**src/rtl/data_bus_arbiter_pkg.sv**
```systemverilog
// Shared definitions for the OR-bus arbiter: bus data width, FSM state
// encodings and a small helper that sizes requester index fields.
package data_bus_arbiter_pkg;

  localparam int DATA_WIDTH = 8;

  typedef enum logic [1:0] {
    ARB_IDLE = 2'd0,
    ARB_OWN  = 2'd1,
    ARB_TURN = 2'd2
  } arb_state_t;

  // Width of a requester index; never less than one bit.
  function automatic int idx_width(input int n);
    return (n <= 2) ? 1 : $clog2(n);
  endfunction

endpackage

```
**src/rtl/data_bus_arbiter_if.sv**
```systemverilog
// Request/data/grant bundle between the requesters (master) and the
// arbiter (slave). req_data slice i belongs to requester i.
interface data_bus_arbiter_if #(
  parameter int N_REQ = 4
) ();
  import data_bus_arbiter_pkg::*;

  logic [N_REQ-1:0]            req;
  logic [N_REQ*DATA_WIDTH-1:0] req_data;
  logic [N_REQ-1:0]            grant;
  logic [DATA_WIDTH-1:0]       bus_data;
  logic                        bus_valid;

  modport master (
    output req, req_data,
    input  grant, bus_data, bus_valid
  );

  modport slave (
    input  req, req_data,
    output grant, bus_data, bus_valid
  );

endinterface

```
**src/rtl/data_bus_arbiter_rr_pick.sv**
```systemverilog
// rr_pick: combinational round-robin selector. The search starts at the
// requester after last_owner and wraps, so last_owner itself is checked last.
module rr_pick
  import data_bus_arbiter_pkg::*;
#(
  parameter int N_REQ = 4,
  parameter int IDX_W = idx_width(N_REQ)
) (
  input  logic [N_REQ-1:0] req,
  input  logic [IDX_W-1:0] last_owner,
  output logic [N_REQ-1:0] winner,
  output logic             any
);

  logic [IDX_W:0]   start;
  logic [N_REQ-1:0] rot;
  logic [N_REQ-1:0] first;

  // Rotate the search origin to bit 0, isolate the lowest set bit, rotate back.
  always_comb begin
    start  = {1'b0, last_owner} + (IDX_W+1)'(1);
    rot    = N_REQ'({req, req} >> start);
    first  = rot & (~rot + N_REQ'(1));
    winner = N_REQ'(({first, first} << start) >> N_REQ);
    any    = |req;
  end

endmodule

```
**src/rtl/data_bus_arbiter.sv**
```systemverilog
// data_bus_arbiter: round-robin owner selection for an OR-combined data bus
// with a per-owner burst limit.
// Build option: define DATA_BUS_ARB_TURNAROUND_EN to insert one idle bus
// cycle (grant=0) after every release; otherwise ownership hands over
// directly at the release edge.
//
//   state    | meaning
//   ---------+--------------------------------------------------
//   ARB_IDLE | no owner, arbitrate every cycle
//   ARB_OWN  | one owner holds grant, burst counter running
//   ARB_TURN | one dead cycle between owners (turnaround build)
module data_bus_arbiter
  import data_bus_arbiter_pkg::*;
#(
  parameter int N_REQ     = 4,
  parameter int MAX_BURST = 8
) (
  input  logic              clk,
  input  logic              rst,
  data_bus_arbiter_if.slave bus
);

  localparam int               IDX_W      = idx_width(N_REQ);
  localparam logic [7:0]       BURST_LAST = 8'(MAX_BURST - 1);
  localparam logic [IDX_W-1:0] LAST_INIT  = IDX_W'(N_REQ - 1);

  arb_state_t       state_q, state_d;
  logic [N_REQ-1:0] grant_q, grant_d;
  logic [7:0]       burst_q, burst_d;
  logic [IDX_W-1:0] last_q, last_d;

  logic [IDX_W-1:0] owner_idx;
  logic [IDX_W-1:0] pick_base;
  logic [N_REQ-1:0] pick_win;
  logic             pick_any;
  logic             owner_req;
  logic             expire;

  logic [IDX_W-1:0]      idx_or  [N_REQ+1];
  logic [DATA_WIDTH-1:0] data_or [N_REQ+1];

  assign idx_or[0]  = '0;
  assign data_or[0] = '0;

  // grant is one-hot, so OR-ing the masked terms recovers the owner index
  // and the owner's data without letting other slices (even X) through.
  for (genvar g = 0; g < N_REQ; g++) begin : g_bus
    assign idx_or[g+1]  = idx_or[g] | (grant_q[g] ? IDX_W'(g) : '0);
    assign data_or[g+1] = data_or[g] |
                          (bus.req_data[g*DATA_WIDTH +: DATA_WIDTH] & {DATA_WIDTH{grant_q[g]}});
  end

  assign owner_idx     = idx_or[N_REQ];
  assign owner_req     = |(bus.req & grant_q);
  assign expire        = (burst_q == BURST_LAST);
  assign bus.grant     = grant_q;
  assign bus.bus_data  = data_or[N_REQ];
  assign bus.bus_valid = |grant_q;

  // While owning, search from the current owner so it ends up last in line.
  assign pick_base = (state_q == ARB_OWN) ? owner_idx : last_q;

  rr_pick #(
    .N_REQ (N_REQ),
    .IDX_W (IDX_W)
  ) u_rr_pick (
    .req        (bus.req),
    .last_owner (pick_base),
    .winner     (pick_win),
    .any        (pick_any)
  );

  // Next state, grant, burst count and last owner.
  always_comb begin
    state_d = state_q;
    grant_d = grant_q;
    burst_d = burst_q;
    last_d  = last_q;
    case (state_q)
      ARB_IDLE, ARB_TURN: begin
        burst_d = '0;
        if (pick_any) begin
          grant_d = pick_win;
          state_d = ARB_OWN;
        end else begin
          grant_d = '0;
          state_d = ARB_IDLE;
        end
      end
      ARB_OWN: begin
        if (owner_req && !expire) begin
          burst_d = burst_q + 8'd1;
        end else begin
          last_d  = owner_idx;
          burst_d = '0;
`ifdef DATA_BUS_ARB_TURNAROUND_EN
          grant_d = '0;
          state_d = ARB_TURN;
`else
          if (pick_any) begin
            grant_d = pick_win;
            state_d = ARB_OWN;
          end else begin
            grant_d = '0;
            state_d = ARB_IDLE;
          end
`endif
        end
      end
      default: begin
        grant_d = '0;
        burst_d = '0;
        state_d = ARB_IDLE;
      end
    endcase
  end

  // State registers; reset drops grant immediately, even mid-burst.
  always_ff @(posedge clk) begin
    if (rst) begin
      state_q <= ARB_IDLE;
      grant_q <= '0;
      burst_q <= '0;
      last_q  <= LAST_INIT;
    end else begin
      state_q <= state_d;
      grant_q <= grant_d;
      burst_q <= burst_d;
      last_q  <= last_d;
    end
  end

endmodule

```
**src/flat_wrapper.sv**
```systemverilog
// flat-port wrapper written by rule: the top's interface ports become plain ports
module data_bus_arbiter_flat import data_bus_arbiter_pkg::*;
#(
  parameter int N_REQ     = 4,
  parameter int MAX_BURST = 8
)
  (clk, rst, bus_req, bus_req_data, bus_grant, bus_bus_data, bus_bus_valid);
  data_bus_arbiter_if #(.N_REQ(N_REQ)) bus_i ();
  input  logic clk;
  input  logic rst;
  input wire logic [$bits(bus_i.req)-1:0] bus_req;
  input wire logic [$bits(bus_i.req_data)-1:0] bus_req_data;
  output wire logic [$bits(bus_i.grant)-1:0] bus_grant;
  output wire logic [$bits(bus_i.bus_data)-1:0] bus_bus_data;
  output wire logic [$bits(bus_i.bus_valid)-1:0] bus_bus_valid;
  assign bus_i.req = bus_req;
  assign bus_i.req_data = bus_req_data;
  assign bus_grant = bus_i.grant;
  assign bus_bus_data = bus_i.bus_data;
  assign bus_bus_valid = bus_i.bus_valid;
  data_bus_arbiter #(.N_REQ(N_REQ), .MAX_BURST(MAX_BURST)) u_core (.clk(clk), .rst(rst), .bus(bus_i));
endmodule
```
**config.mk**
```make
export PLATFORM = sky130hd
export DESIGN_NAME = data_bus_arbiter_flat
export DESIGN_NICKNAME = d
export VERILOG_FILES = /design/src/rtl/data_bus_arbiter_pkg.sv /design/src/rtl/data_bus_arbiter_if.sv /design/src/rtl/data_bus_arbiter_rr_pick.sv /design/src/rtl/data_bus_arbiter.sv /design/src/flat_wrapper.sv
export SDC_FILE = /design/constraint.sdc
export NUM_CORES = 1
export LEC_CHECK = 0
export BUFFER_PORTS_ARGS = -buffer_cell sky130_fd_sc_hd__buf_2
export CAP_MARGIN = 20
export CORE_UTILIZATION = 29
export CTS_CLUSTER_DIAMETER = 100
export DETAILED_ROUTE_END_ITERATION = 8
export SYNTH_ARGS = -nofsm -noshare
export SYNTH_HDL_FRONTEND = slang
export SYNTH_SLANG_ARGS = --single-unit
```
**constraint.sdc**
```tcl
create_clock -name clk -period 1.8 [get_ports clk]
set_input_delay 0.36 -clock clk [delete_from_list [all_inputs] [get_ports clk]]
set_output_delay 0.36 -clock clk [all_outputs]
set_load 0.01 [all_outputs]
```
**Word level (Yosys, flattened, before mapping)**

Index checks and enable logic that the tools add are counted.

- Register bits after elaboration: 16
- Input bits: 38
- Output and inout bits: 13

- Add/sub/neg operators: 3
- Equality and inequality tests: 4
- Shift-type cells: 2
- Multiplexer cells: 10
- Bitwise gates (word level): 14
- Reduce and logical (&&, ||, !) cells: 9

Operator list:

| cell | number |
|---|---|
| bitwise AND 8 bit | 4 |
| bitwise OR 8 bit | 3 |
| OR reduction 4 bit | 3 |
| adder 8 x 1 -> 8 bit, second input constant | 1 |
| bitwise AND 4 bit | 2 |
| == test 8 x 3 -> 1 bit, second input constant | 1 |
| 2-to-1 mux 2 bit | 4 |
| 2-to-1 mux 4 bit | 2 |
| one-hot mux 4 bit (2 select lines) | 1 |
| left shift 8 x 3 -> 8 bit | 1 |
| right shift 8 x 3 -> 4 bit | 1 |
| adder 4 x 1 -> 4 bit, second input constant | 1 |
| inverter 4 bit | 1 |
| bitwise OR 2 bit | 2 |
| one-hot mux 2 bit (2 select lines) | 1 |
| adder 2 x 1 -> 3 bit, second input constant | 1 |
| OR reduction 3 bit | 1 |
| == test 2 x 1 -> 1 bit, second input constant | 1 |
| == test 2 bit, second input constant | 1 |
| logical NOT 2 bit | 1 |
| 2-to-1 mux 1 bit | 2 |
| inequality test 2 bit, second input constant | 1 |
| inverter 1 bit | 2 |
| AND reduction 2 bit | 1 |
| other kinds (3) | 3 |

**Longest topological paths before layout**

- Word-level depth: 13
- Depth in mapped cells: 6
- Gate-level depth less buffers: 5

**By module**

From an unflattened synthesis, not the netlist that was laid out.

- Cell total of the unflattened synthesis: 138
- Area, all modules: 1126.1 sq um

Modules (own cells, without submodules):

| module | instances | cells an instance | area each (sq um) |
|---|---|---|---|
| data_bus_arbiter | 1 | 99 | 840.8 |
| rr_pick | 1 | 39 | 285.3 |

**Worst setup path after synthesis**

Ideal clock, no wire load.

- Path type: reg-to-reg
- From: register u_core.burst_q[3]
- To: register u_core.grant_q[0], in the netlist u_core.bus.grant[0]
- Arrival time: 1.398 ns
- Path slack: 0.284 ns
- Cell stages (with the launch flop): 5
- Path buffers: 0
- Clock period less this slack: 1.516 ns
- Cells stage by stage: dfxtp_1 or4_4 nor3_4 nor4_1 a32o_1

- Word-level cells in the longest chain between the ends: 4

RTL lines:

| element | RTL line | RTL |
|---|---|---|
| start: declaration | data_bus_arbiter.sv:29 | `logic [7:0] burst_q, burst_d;` |
| start signal: assignment | data_bus_arbiter.sv:128 | `burst_q <= burst_d;` |
| == test 8 x 3 -> 1 bit | data_bus_arbiter.sv:55 | `assign expire = (burst_q == BURST_LAST);` |
| logical NOT 1 bit | data_bus_arbiter.sv:91 | `if (owner_req && !expire) begin` |
| logical AND 1 bit | data_bus_arbiter.sv:91 |  |
| inequality test 2 bit (no line) | - |  |
| end signal: assignment | data_bus_arbiter.sv:127 | `grant_q <= grant_d;` |
| end: declaration | data_bus_arbiter.sv:28 | `logic [N_REQ-1:0] grant_q, grant_d;` |

Every way passes these cells.
A chain may end at the register's enable or synchronous reset.

**Worst setup path after layout**

- From: register u_core.grant_q[2], in the netlist u_core.bus.grant[2]
- To: output bus_bus_valid

- Word-level cells in the longest chain between the ends: 1

RTL lines:

| element | RTL line | RTL |
|---|---|---|
| OR reduction 4 bit | data_bus_arbiter.sv:58 | `assign bus.bus_valid = \|grant_q;` |
| end: declaration | flat_wrapper.sv:15 | `output wire logic [$bits(bus_i.bus_valid)-1:0] bus_bus_valid;` |

Every way passes these cells.

==> impl_metrics.env <==
export IMPL_grt_max_degree=18
export IMPL_ys_async_sr_fraction=0
export IMPL_critPathKind="reg2out"
export IMPL_min_delay_start="rst"
export IMPL_synth_seq_cells=15
export IMPL_crit_family="simple AND/OR/NAND/NOR gates"
export IMPL_wl_microns=3057
export IMPL_vias_per_cell=5.364
export IMPL_r2r_cells=4
export IMPL_tns_ps=0
export IMPL_worst_slew_pin_slew_ps=533.3
export IMPL_place_inst=221
export IMPL_path_clk_slew_ps=60
export IMPL_finalNonFillerCells=225
export IMPL_p_leak_nw=0.6496
export IMPL_core_area_sq_um=3468
export IMPL_sw_frac_of_total=0.3281
export IMPL_cap_viol_max_count=0
export IMPL_cts_max_path_buffers=2
export IMPL_crit_required_ps=1440
export IMPL_p_int_mw=0.6888
export IMPL_final_hold_viol_count=0
export IMPL_syn_avg_cell_area_sq_um=8.309
export IMPL_drt_iter0_drc=38
export IMPL_diodes=0
export IMPL_vias=1207
export IMPL_postCtsSetupRepairBufs=0
export IMPL_status="complete, no violations"
export IMPL_rows=21
export IMPL_synthesis_nets=170
export IMPL_min_period_over_period=0.9558
export IMPL_seqPwrFrac=0.388
export IMPL_grt_pass1_wl_microns=4830
export IMPL_syn_area_sq_um=1089
export IMPL_cts_root_buf="clkbuf_8"
export IMPL_p_clk_frac=0.261
export IMPL_num_nets_final=219
export IMPL_ys_seq_area_frac=0.2759
export IMPL_crit_path_max_fanout=11
export IMPL_die_w_microns=63.27
export IMPL_cts_tree="built"
export IMPL_r2r_slack_ps=120
export IMPL_ys_warn_count=0
export IMPL_synth_top_flop_cell="dfxtp_1"
export IMPL_globalplace_congestion=0.7867
export IMPL_end_kind="output pin"
export IMPL_peakVddDrop_mv=0.3050
export IMPL_cp_slowest_cell="or4_1"
export IMPL_rsz0062_at_grt="false"
export IMPL_gr_total_overflow=0
export IMPL_power_frac_comb=0.351
export IMPL_reg2reg_to="u_core.burst_q[5]"
export IMPL_grtUsageTotal=0.1488
export IMPL_postCtsHoldBufs=0
export IMPL_cts_sinks=15
export IMPL_hp_class="in2reg"
export IMPL_multi_input_area_sq_um=709.4
export IMPL_io_buffer_count=50
export IMPL_initial_utilization=0.3139
export IMPL_slew_headroom=0.6415
export IMPL_numCtsBuffers=3
export IMPL_grt_pass1_vias=1056
export IMPL_finClkSkew_ps=1.831
export IMPL_dp_hpwl_microns=2420
export IMPL_cp_start_kind="flop"
export IMPL_syn2layout_area_growth_pct=31.61
export IMPL_min_to="u_core.state_q[0]"
export IMPL_path_cells="buf_4 -> or4_1 -> buf_2"
export IMPL_drcViolationCount=0
export IMPL_fill_cells=355
export IMPL_maxSlewViolCount=0
export IMPL_wire_per_inst_microns=13.59
export IMPL_max_stage_delay_ps=400
export IMPL_max_freq_mhz=581.3
export IMPL_hold_depth=2
export IMPL_htreeDepth=1
export IMPL_p_sw_mw=0.3363
export IMPL_synth_edf_count=0
export IMPL_synth_distinct_cells=42
export IMPL_clock_latency_ps=250
export IMPL_antenna_found_initial=0
export IMPL_drive_gt1_frac=0.3743
export IMPL_register_area_sq_um=302.8
export IMPL_final_antenna_net_count=0
export IMPL_period_needed_ps=1720
export IMPL_setup_viol=0
export IMPL_p_per_area_nw_per_um2=715.6
export IMPL_ios=51
export IMPL_dr_pass1_iters=4
export IMPL_die_y_microns=63.27
export IMPL_crit_buf_inv=2
export IMPL_postSynthCellCount=131
export IMPL_arrival_ps=1360
export IMPL_timing_rr_start="u_core.burst_q[3]"
export IMPL_dieArea_sq_um=4002
[power groups by stage]
stage	Clock (mW)	Combinational, mW	Sequential, mW
global route	0.294	0.391	0.400
finish	0.268	0.360	0.397
detailed placement	0	0.357	0.402
global placement	0	0.355	0.399
CTS	0.275	0.357	0.395
floorplan	0	0.243	0.375
[Yosys cell counts (all sizes together) (2+ instances only)]
cell,instances,area (sq um)
nor2,11,41.29
xor2,4,35.03
o221ai,2,17.52
buf,8,46.29
nor3b,2,15.01
a21oi,2,10.01
nor4b,2,17.52
clkbuf,4,16.26
nor3,3,26.28
inv,6,22.52
xnor2,4,35.03
o21ai,4,20.02
a22oi,17,127.6
and3,2,13.77
nand2,9,33.78
o211ai,4,30.03
dfxtp,15,300.3
nand3,4,20.02
or4,3,26.27
nand4,3,18.77
nor4bb,3,30.03
o21a,2,15.01
a32o,4,40.04
[cell type report]
class / instances / area share
inverter: 6 / 0.01572
clock buffer: 4 / 0.03144
tap: 46 / 0.04017
multi-input combinational: 98 / 0.4952
sequential: 15 / 0.2114
timing repair buffer: 56 / 0.2061
[routing by layer]
layer | up-vias | global-route usage | routed length [microns]
li1 | 600 | - | -
met1 | 573 | 0.1861 | 1334
met2 | 30 | 0.2473 | 1547
met3 | 4 | 0.02355 | 121
met4 | 0 | 0.07102 | 54
met5 | - | 0 | 0
[stage by stage]
| stage | worst slack [ps] | utilization | area (sq um) | total power [mW] | hold WS (ps) |
|---|---|---|---|---|---|
| CTS | 2.437 | 0.4109 | 1425 | 1.028 | 356.0 |
| global placement | 149.9 | 0.3975 | 1379 | 0.7539 | 422.2 |
| detailed placement | 56.57 | 0.3975 | 1379 | 0.7587 | 437.1 |
| global route | 21.96 | 0.4131 | 1433 | 1.085 | 393.3 |
| finish | 79.60 | 0.4131 | 1433 | 1.025 | 386.1 |
| floorplan | 284.1 | - | 1089 | 0.6178 | 410.6 |
[how the worst max path moves through the flow]
stage                             start                  end  slack (ps)  cells past startpoint
detailed placement  u_core.bus.grant[3]  u_core.bus.grant[0]          60                      3
global route          u_core.burst_q[3]    u_core.burst_q[3]          20                      4
global placement    u_core.bus.grant[3]  u_core.bus.grant[0]         150                      4
CTS                 u_core.bus.grant[2]        bus_bus_valid           2                      3
floorplan             u_core.burst_q[3]  u_core.bus.grant[0]         280                      4
finish              u_core.bus.grant[2]        bus_bus_valid          80                      3
[logic make-up after synthesis]
| family | count (synthesis) | synth area share |
|---|---|---|
| AOI/OAI and AO/OA | 43 | 0.3230 |
| xor gates and xnor gates | 8 | 0.06436 |
| adders and majority gates | 1 | 0.01149 |
| buffers and inverters | 18 | 0.07815 |
| DFF | 15 | 0.2759 |
| and+or+nand+nor | 46 | 0.2471 |
[state kept, by name, indices dropped and copies added (netlist names)]
| register | flops |
|---|---|
| u_core.state_q | 1 |
| u_core.last_q | 2 |
| u_core.burst_q | 8 |
| u_core.bus.grant | 4 |
[cells in the final DEF (no fill, tap or decap), types with 2 or more instances in the layout]
cell type / n
nor2_1: 11
nand3_1: 4
nor4bb_1: 3
nand2_1: 9
inv_1: 6
clkbuf_8: 3
o211ai_1: 4
nor3b_1: 2
a32o_1: 4
dfxtp_1: 13
or4_1: 2
a22oi_1: 17
nor4b_1: 2
xnor2_1: 4
nand4_1: 3
o21ai_0: 4
o221ai_1: 2
buf_2: 50
buf_4: 6
a21oi_1: 2
o21a_1: 2
nor3_1: 2
dfxtp_2: 2
xor2_1: 4
[timing repair]
item,4_1_cts,5_1_grt
resized for setup,1,2
cloned,0,0
endpoints found under the setup margin,5,6
(Power assumes the default switching activity.)
